$ cat src/rtl/out_buf_drain_arbiter.sv
// Pointer owner and round-robin drain of NCH single-reader output RAMs onto one valid/ready stream.
// Define OUT_ARB_STATS_EN to add per-channel drained_cnt handoff counters (cleared by clr_ovf).
module out_buf_drain_arbiter #(
   parameter int NCH = 3,
   parameter int AW  = 12,
   parameter int DW  = 32
) (
   input  logic                     clk,
   input  logic                     reset_n,
   input  logic [NCH-1:0]           wr_en,
   output logic [NCH*AW-1:0]        wr_addr,
   output logic [NCH-1:0]           rd_en,
   output logic [NCH*AW-1:0]        rd_addr,
   input  logic [NCH*DW-1:0]        ram_q,
   input  logic                     enable,
   output logic                     out_valid,
   input  logic                     out_ready,
   output logic [DW-1:0]            out_data,
   output logic [$clog2(NCH)-1:0]   out_chan,
   output logic [NCH-1:0]           empty,
   output logic [NCH-1:0]           full,
   output logic [NCH-1:0]           overflow,
   input  logic                     clr_ovf
`ifdef OUT_ARB_STATS_EN
   ,
   output logic [NCH*32-1:0]        drained_cnt
`endif
);

   localparam int CW = $clog2(NCH);

   typedef enum logic [1:0] {
      IDLE  = 2'd0,
      ISSUE = 2'd1,
      WAIT  = 2'd2,
      VALID = 2'd3
   } state_t;

   state_t          state_reg, state_next;
   logic [CW-1:0]   grant_reg, grant_next;
   logic [CW-1:0]   last_grant_reg;
   logic [CW-1:0]   rr_pick;
   logic            rr_found;
   int              rr_idx;
   logic [DW-1:0]   sel_q;
   logic [DW-1:0]   out_data_reg;
   logic [CW-1:0]   out_chan_reg;
   logic            handoff;

   assign out_valid = (state_reg == VALID);
   assign out_data  = out_data_reg;
   assign out_chan  = out_chan_reg;
   assign handoff   = out_valid && out_ready;

   // Round-robin search starts just after the channel served last.
   always_comb begin
      rr_pick  = last_grant_reg;
      rr_found = 1'b0;
      rr_idx   = 0;
      for (int k = 1; k <= NCH; k++) begin
         rr_idx = (int'(last_grant_reg) + k) % NCH;
         if (!rr_found && !empty[rr_idx]) begin
            rr_found = 1'b1;
            rr_pick  = CW'(rr_idx);
         end
      end
   end

   always_comb begin
      sel_q = '0;
      for (int k = 0; k < NCH; k++) begin
         if (grant_reg == CW'(k)) begin
            sel_q = ram_q[k*DW +: DW];
         end
      end
   end

   always_comb begin
      state_next = state_reg;
      grant_next = grant_reg;
      case (state_reg)
         IDLE: begin
            if (enable && rr_found) begin
               state_next = ISSUE;
               grant_next = rr_pick;
            end
         end
         ISSUE:   state_next = WAIT;
         WAIT:    state_next = VALID;
         VALID: begin
            if (out_ready) begin
               state_next = IDLE;
            end
         end
         default: state_next = IDLE;
      endcase
   end

   always_ff @(posedge clk or negedge reset_n) begin
      if (!reset_n) begin
         state_reg      <= IDLE;
         grant_reg      <= '0;
         last_grant_reg <= CW'(NCH - 1);
         out_data_reg   <= '0;
         out_chan_reg   <= '0;
      end else begin
         state_reg <= state_next;
         grant_reg <= grant_next;
         if (state_reg == ISSUE) begin
            last_grant_reg <= grant_reg;
         end
         if (state_reg == WAIT) begin
            out_data_reg <= sel_q;
            out_chan_reg <= grant_reg;
         end
      end
   end

   genvar gi;
   generate
      for (gi = 0; gi < NCH; gi++) begin : g_ch
         logic [AW:0] wp_reg;
         logic [AW:0] rp_reg;
         logic [AW:0] occ;
         logic        ovf_reg;
         logic        take;

         // Pointers carry one extra wrap bit so full and empty stay distinguishable.
         assign occ         = wp_reg - rp_reg;
         assign empty[gi]   = (occ == '0);
         assign full[gi]    = occ[AW];
         assign take        = (state_reg == ISSUE) && (grant_reg == CW'(gi));
         assign rd_en[gi]   = take;
         assign overflow[gi] = ovf_reg;
         assign wr_addr[gi*AW +: AW] = wp_reg[AW-1:0];
         assign rd_addr[gi*AW +: AW] = rp_reg[AW-1:0];

         always_ff @(posedge clk or negedge reset_n) begin
            if (!reset_n) begin
               wp_reg  <= '0;
               ovf_reg <= 1'b0;
            end else begin
               if (wr_en[gi] && !full[gi]) begin
                  wp_reg <= wp_reg + 1'b1;
               end
               if (clr_ovf) begin
                  ovf_reg <= 1'b0;
               end else if (wr_en[gi] && full[gi]) begin
                  ovf_reg <= 1'b1;
               end
            end
         end

         always_ff @(posedge clk or negedge reset_n) begin
            if (!reset_n) begin
               rp_reg <= '0;
            end else if (take) begin
               rp_reg <= rp_reg + 1'b1;
            end
         end

`ifdef OUT_ARB_STATS_EN
         logic [31:0] cnt_reg;

         always_ff @(posedge clk or negedge reset_n) begin
            if (!reset_n) begin
               cnt_reg <= '0;
            end else if (clr_ovf) begin
               cnt_reg <= '0;
            end else if (handoff && (out_chan_reg == CW'(gi))) begin
               cnt_reg <= cnt_reg + 32'd1;
            end
         end

         assign drained_cnt[gi*32 +: 32] = cnt_reg;
`endif
      end
   endgenerate

`ifndef OUT_ARB_STATS_EN
   logic unused_handoff;
   assign unused_handoff = handoff;
`endif

endmodule

$ cat config.mk
export PLATFORM = sky130hd
export DESIGN_NAME = out_buf_drain_arbiter
export DESIGN_NICKNAME = d
export VERILOG_FILES = /design/src/rtl/out_buf_drain_arbiter.sv
export SDC_FILE = /design/constraint.sdc
export NUM_CORES = 1
export LEC_CHECK = 0
export CORE_MARGIN = 3
export CORE_UTILIZATION = 41
export CTS_CLUSTER_DIAMETER = 100
export CTS_CLUSTER_SIZE = 10
export DETAILED_ROUTE_END_ITERATION = 7
export GPL_TIMING_DRIVEN = 0
export PLACE_DENSITY_LB_ADDON = 0.3
export SLEW_MARGIN = 10
export SYNTH_ARGS = -nofsm -noshare
export SYNTH_HDL_FRONTEND = slang
export SYNTH_SLANG_ARGS = --single-unit
$ cat constraint.sdc
create_clock -name clk -period 4.2 [get_ports clk]
set_input_delay 0.63 -clock clk [delete_from_list [all_inputs] [get_ports clk]]
set_output_delay 0.63 -clock clk [all_outputs]
set_load 0.005 [all_outputs]
==> flow_summary.json <==
{
  "yosysSeqAreaShare": 0.3536,
  "slew_viol_final": 0,
  "slowest_stage": "a222oi_1",
  "first_pass_iters": 7,
  "syn_nets": 1123,
  "die_y_um": 150.6,
  "crit_buf_inv": 3,
  "crit_path_frequent_cell": "inv_1",
  "dr.first_iter.drc_count": 403,
  "vias": 7598,
  "met3_length_mm": 1.167,
  "critPathMaxStageDelay_ns": 0.51,
  "cp-end-kind": "output port",
  "cts_buffers": 17,
  "cts.path.max_buffers": 2,
  "drive_gt1_frac": 0.1359,
  "max_freq_ghz": 0.2477,
  "clkTransAtPathRegs_ns": 0.06,
  "dieWidth_um": 150.6,
  "crit_path_start_kind": "flip-flop",
  "hold_class": "input pin to async pin",
  "worst-setup-path-type": "flip-flop to output port",
  "cap_viol_max_count": 0,
  "gp_congestion": 0.9062,
  "leakagePower_nw": 5.297,
  "netlist_instances": 965,
  "area_growth_pct": 38.54,
  "cts.sinks": 121,
  "wl_met1_mm": 10.04,
  "cts_tree": "done",
  "p_total_w": 0.007621,
  "clk_latency_ns": 0.42,
  "grt_first_pass_wirelength_mm": 36.41,
  "drt-total-wl_mm": 22.80,
  "cts-root-buf": "clkbuf_16",
  "outcome": "finished, final reports clean",
  "finalNetCount": 1374,
  "synth_top_area_share": 0.3505,
  "netlist_area_mm2": 0.008567,
  "die-area_mm2": 0.02267,
  "core.rowCount": 52,
  "yosys_warnings": 0,
  "cp_top_family": "compound AO/OA/AOI/OAI gates",
  "crit_required_ns": 3.57,
  "cp_max_fo": 4,
  "grt_max_degree": 87,
  "synth_edf_count": 0,
  "grt_usage": 0.1980,
  "arrival_ns": 3.41,
  "coreArea_mm2": 0.02036,
  "synth-seq-cells": 121,
  "power_density_mw_per_mm2": 642.1,
  "ys_async_sr_fraction": 1.000,
  "post-route-period-util": 0.9613,
  "crit_chain": "inv_1 -> ha_2 -> fa_2 -> nor2b_4 -> o31ai_4 -> a21oi_2 -> o21ai_1 -> a222oi_1 -> o2111ai_4 -> inv_1 -> clkdlybuf4s50_1",
  "timing.hold.ws_ns": 0.1001,
  "diodes": 0,
  "irDropWorstVdd_v": 0.0003489,
  "finClkSkew_ns": 0.009325,
  "setup_viol": 0,
  "avgSynthCellArea_um2": 8.878,
  "ys_types": 74,
  "ant_nets": 0,
  "tightest_slew_ns": 1.067,
  "hold_viol": 0,
  "grt_pass1_vias": 7327,
  "antenna_found_initial": 0,
  "wl_per_cell_um": 15.21,
  "drc": 0,
  "ioPinCount": 223,
  "synthTopCellsByArea": "dfrtp_1, ha_1, buf_4",
  "synth_flop_cell": "dfrtp_1",
  "viasPerCell": 5.069,
  "port_buffers": 222,
  "wl_met2_mm": 11.28,
  "top_layer_used": "met4",
  "maxSlewHeadroom": 0.2873,
  "h-tree-depth": 4,
  "period_minus_slack_ns": 4.037,
  "dp_hpwl_mm": 17.58,
  "start_util": 0.4207,
  "yosysTopAreaCell": "dfrtp_1",
  "grt.overflow.total": 0
}
[final cells by class]
cell class	instances	area [µm²]
Multi-Input combinational cell	681	4678
Inverter	66	249.0
Tap cell	270	337.8
Clock inverter	13	145.1
Sequential cell	121	3030
Buffer	97	656.9
Fill cell	1817	8496
Clock buffer	19	452.9
Timing Repair Buffer	232	2318
[power by group]
part,total [W],switching (W),internal [W]
registers,0.00186,0.000348,0.00151
clock network,0.00148,0.000569,0.000909
logic,0.00428,0.00208,0.00220
[layout by cell type, fill, tap and decap left out, types with 4 or more instances in the layout]
cell,n
o21ai_0,31
nand3_1,23
buf_1,4
clkbuf_16,17
clkbuf_1,15
a21oi_1,97
xnor2_1,66
nand2_1,57
o31a_1,4
a31oi_1,6
and3_1,11
xor2_1,14
mux2_2,7
nor4_1,5
nor2b_1,14
nor2_1,112
clkdlybuf4s50_1,221
inv_1,65
nor3_1,21
nand4_1,21
ha_1,46
ha_2,5
clkinv_4,4
dfrtp_1,119
o21a_1,5
or2_2,4
nand2b_1,7
nand3b_1,5
buf_4,87
mux2i_1,40
[worst paths after layout]
path	slack [ns]	depth (start not counted)	start	to
min reg2reg	0.49	1	g_ch[1].rp_reg[12]$_DFFE_PN0P_	g_ch[1].rp_reg[12]$_DFFE_PN0P_
max	0.16	11	g_ch[2].wp_reg[0]$_DFFE_PN0P_	empty[2]
max reg2reg	0.50	15	g_ch[2].wp_reg[0]$_DFFE_PN0P_	grant_reg[0]$_DFFE_PN0P_
max in group asynchronous	3.32	2	reset_n	last_grant_reg[1]$_DFFE_PN1P_
min	0.10	1	reset_n	g_ch[2].wp_reg[12]$_DFFE_PN0P_
min in group clk	0.49	1	g_ch[1].rp_reg[12]$_DFFE_PN0P_	g_ch[1].rp_reg[12]$_DFFE_PN0P_
[routing by layer]
metal	GRT usage	vias to the layer above
li1	-	3769
met1	0.2610	3598
met2	0.3348	208
met3	0.04154	23
met4	0.04483	0
met5	0	-
[cell usage after synthesis, drive strengths merged (5+ instances only)]
library cell / n
ha: 51
buf: 82
nor3: 21
mux2: 8
and3: 13
a31oi: 6
dfrtp: 120
nand2: 58
o21a: 5
a21oi: 98
nand3b: 5
nand4: 21
nor4: 8
mux2i: 40
xor2: 14
clkbuf: 15
nand2b: 7
o21ai: 34
nor2: 113
xnor2: 66
or2: 6
nor2b: 16
inv: 65
nand3: 23
[kinds of logic after synthesis]
logic type	after synthesis	synth area share
xor+xnor	80	0.08179
simple gates	307	0.1775
buf+inv	163	0.1057
mux	48	0.05769
fa+ha+maj	54	0.08150
flops	121	0.3536
compound gates	192	0.1423
[per-stage QoR]
| step | std cells | utilization | setup TNS (ns) | worst slack (ns) | instance area (µm²) |
|---|---|---|---|---|---|
| after floorplan | 965 | - | 0 | 0.8896 | 8567 |
| after global placement | 1457 | 0.5464 | -289.65 | -2.423 | 11130 |
| after detailed placement | 1458 | 0.5478 | 0 | 0.2873 | 11160 |
| after CTS | 1491 | 0.5777 | 0 | 0.005387 | 11770 |
| after global routing | 1499 | 0.5828 | -0.07269 | -0.05421 | 11870 |
| final | 1499 | 0.5828 | 0 | 0.1627 | 11870 |
[worst register-to-register path, delay by kind of cell (launching register included)]
kind,cells,cell delay [ns]
multiplexers,1,0.34
flip-flops,1,0.41
AND/OR/NAND/NOR,2,0.29
buffers and inverters,2,0.31
adder cells (fa/ha/maj),2,0.62
AO/OA/AOI/OAI,8,1.63
[what timing repair did]
item                                    4_1_cts  5_1_grt
hold buffers                                  0        0
pin swaps                                     3        6
endpoints found under the hold margin         0        0
endpoints found under the setup margin        2        4
buffers inserted                              1        8
gates resized for setup                       1       14
No activity file was read; power rests on OpenSTA's default activity.
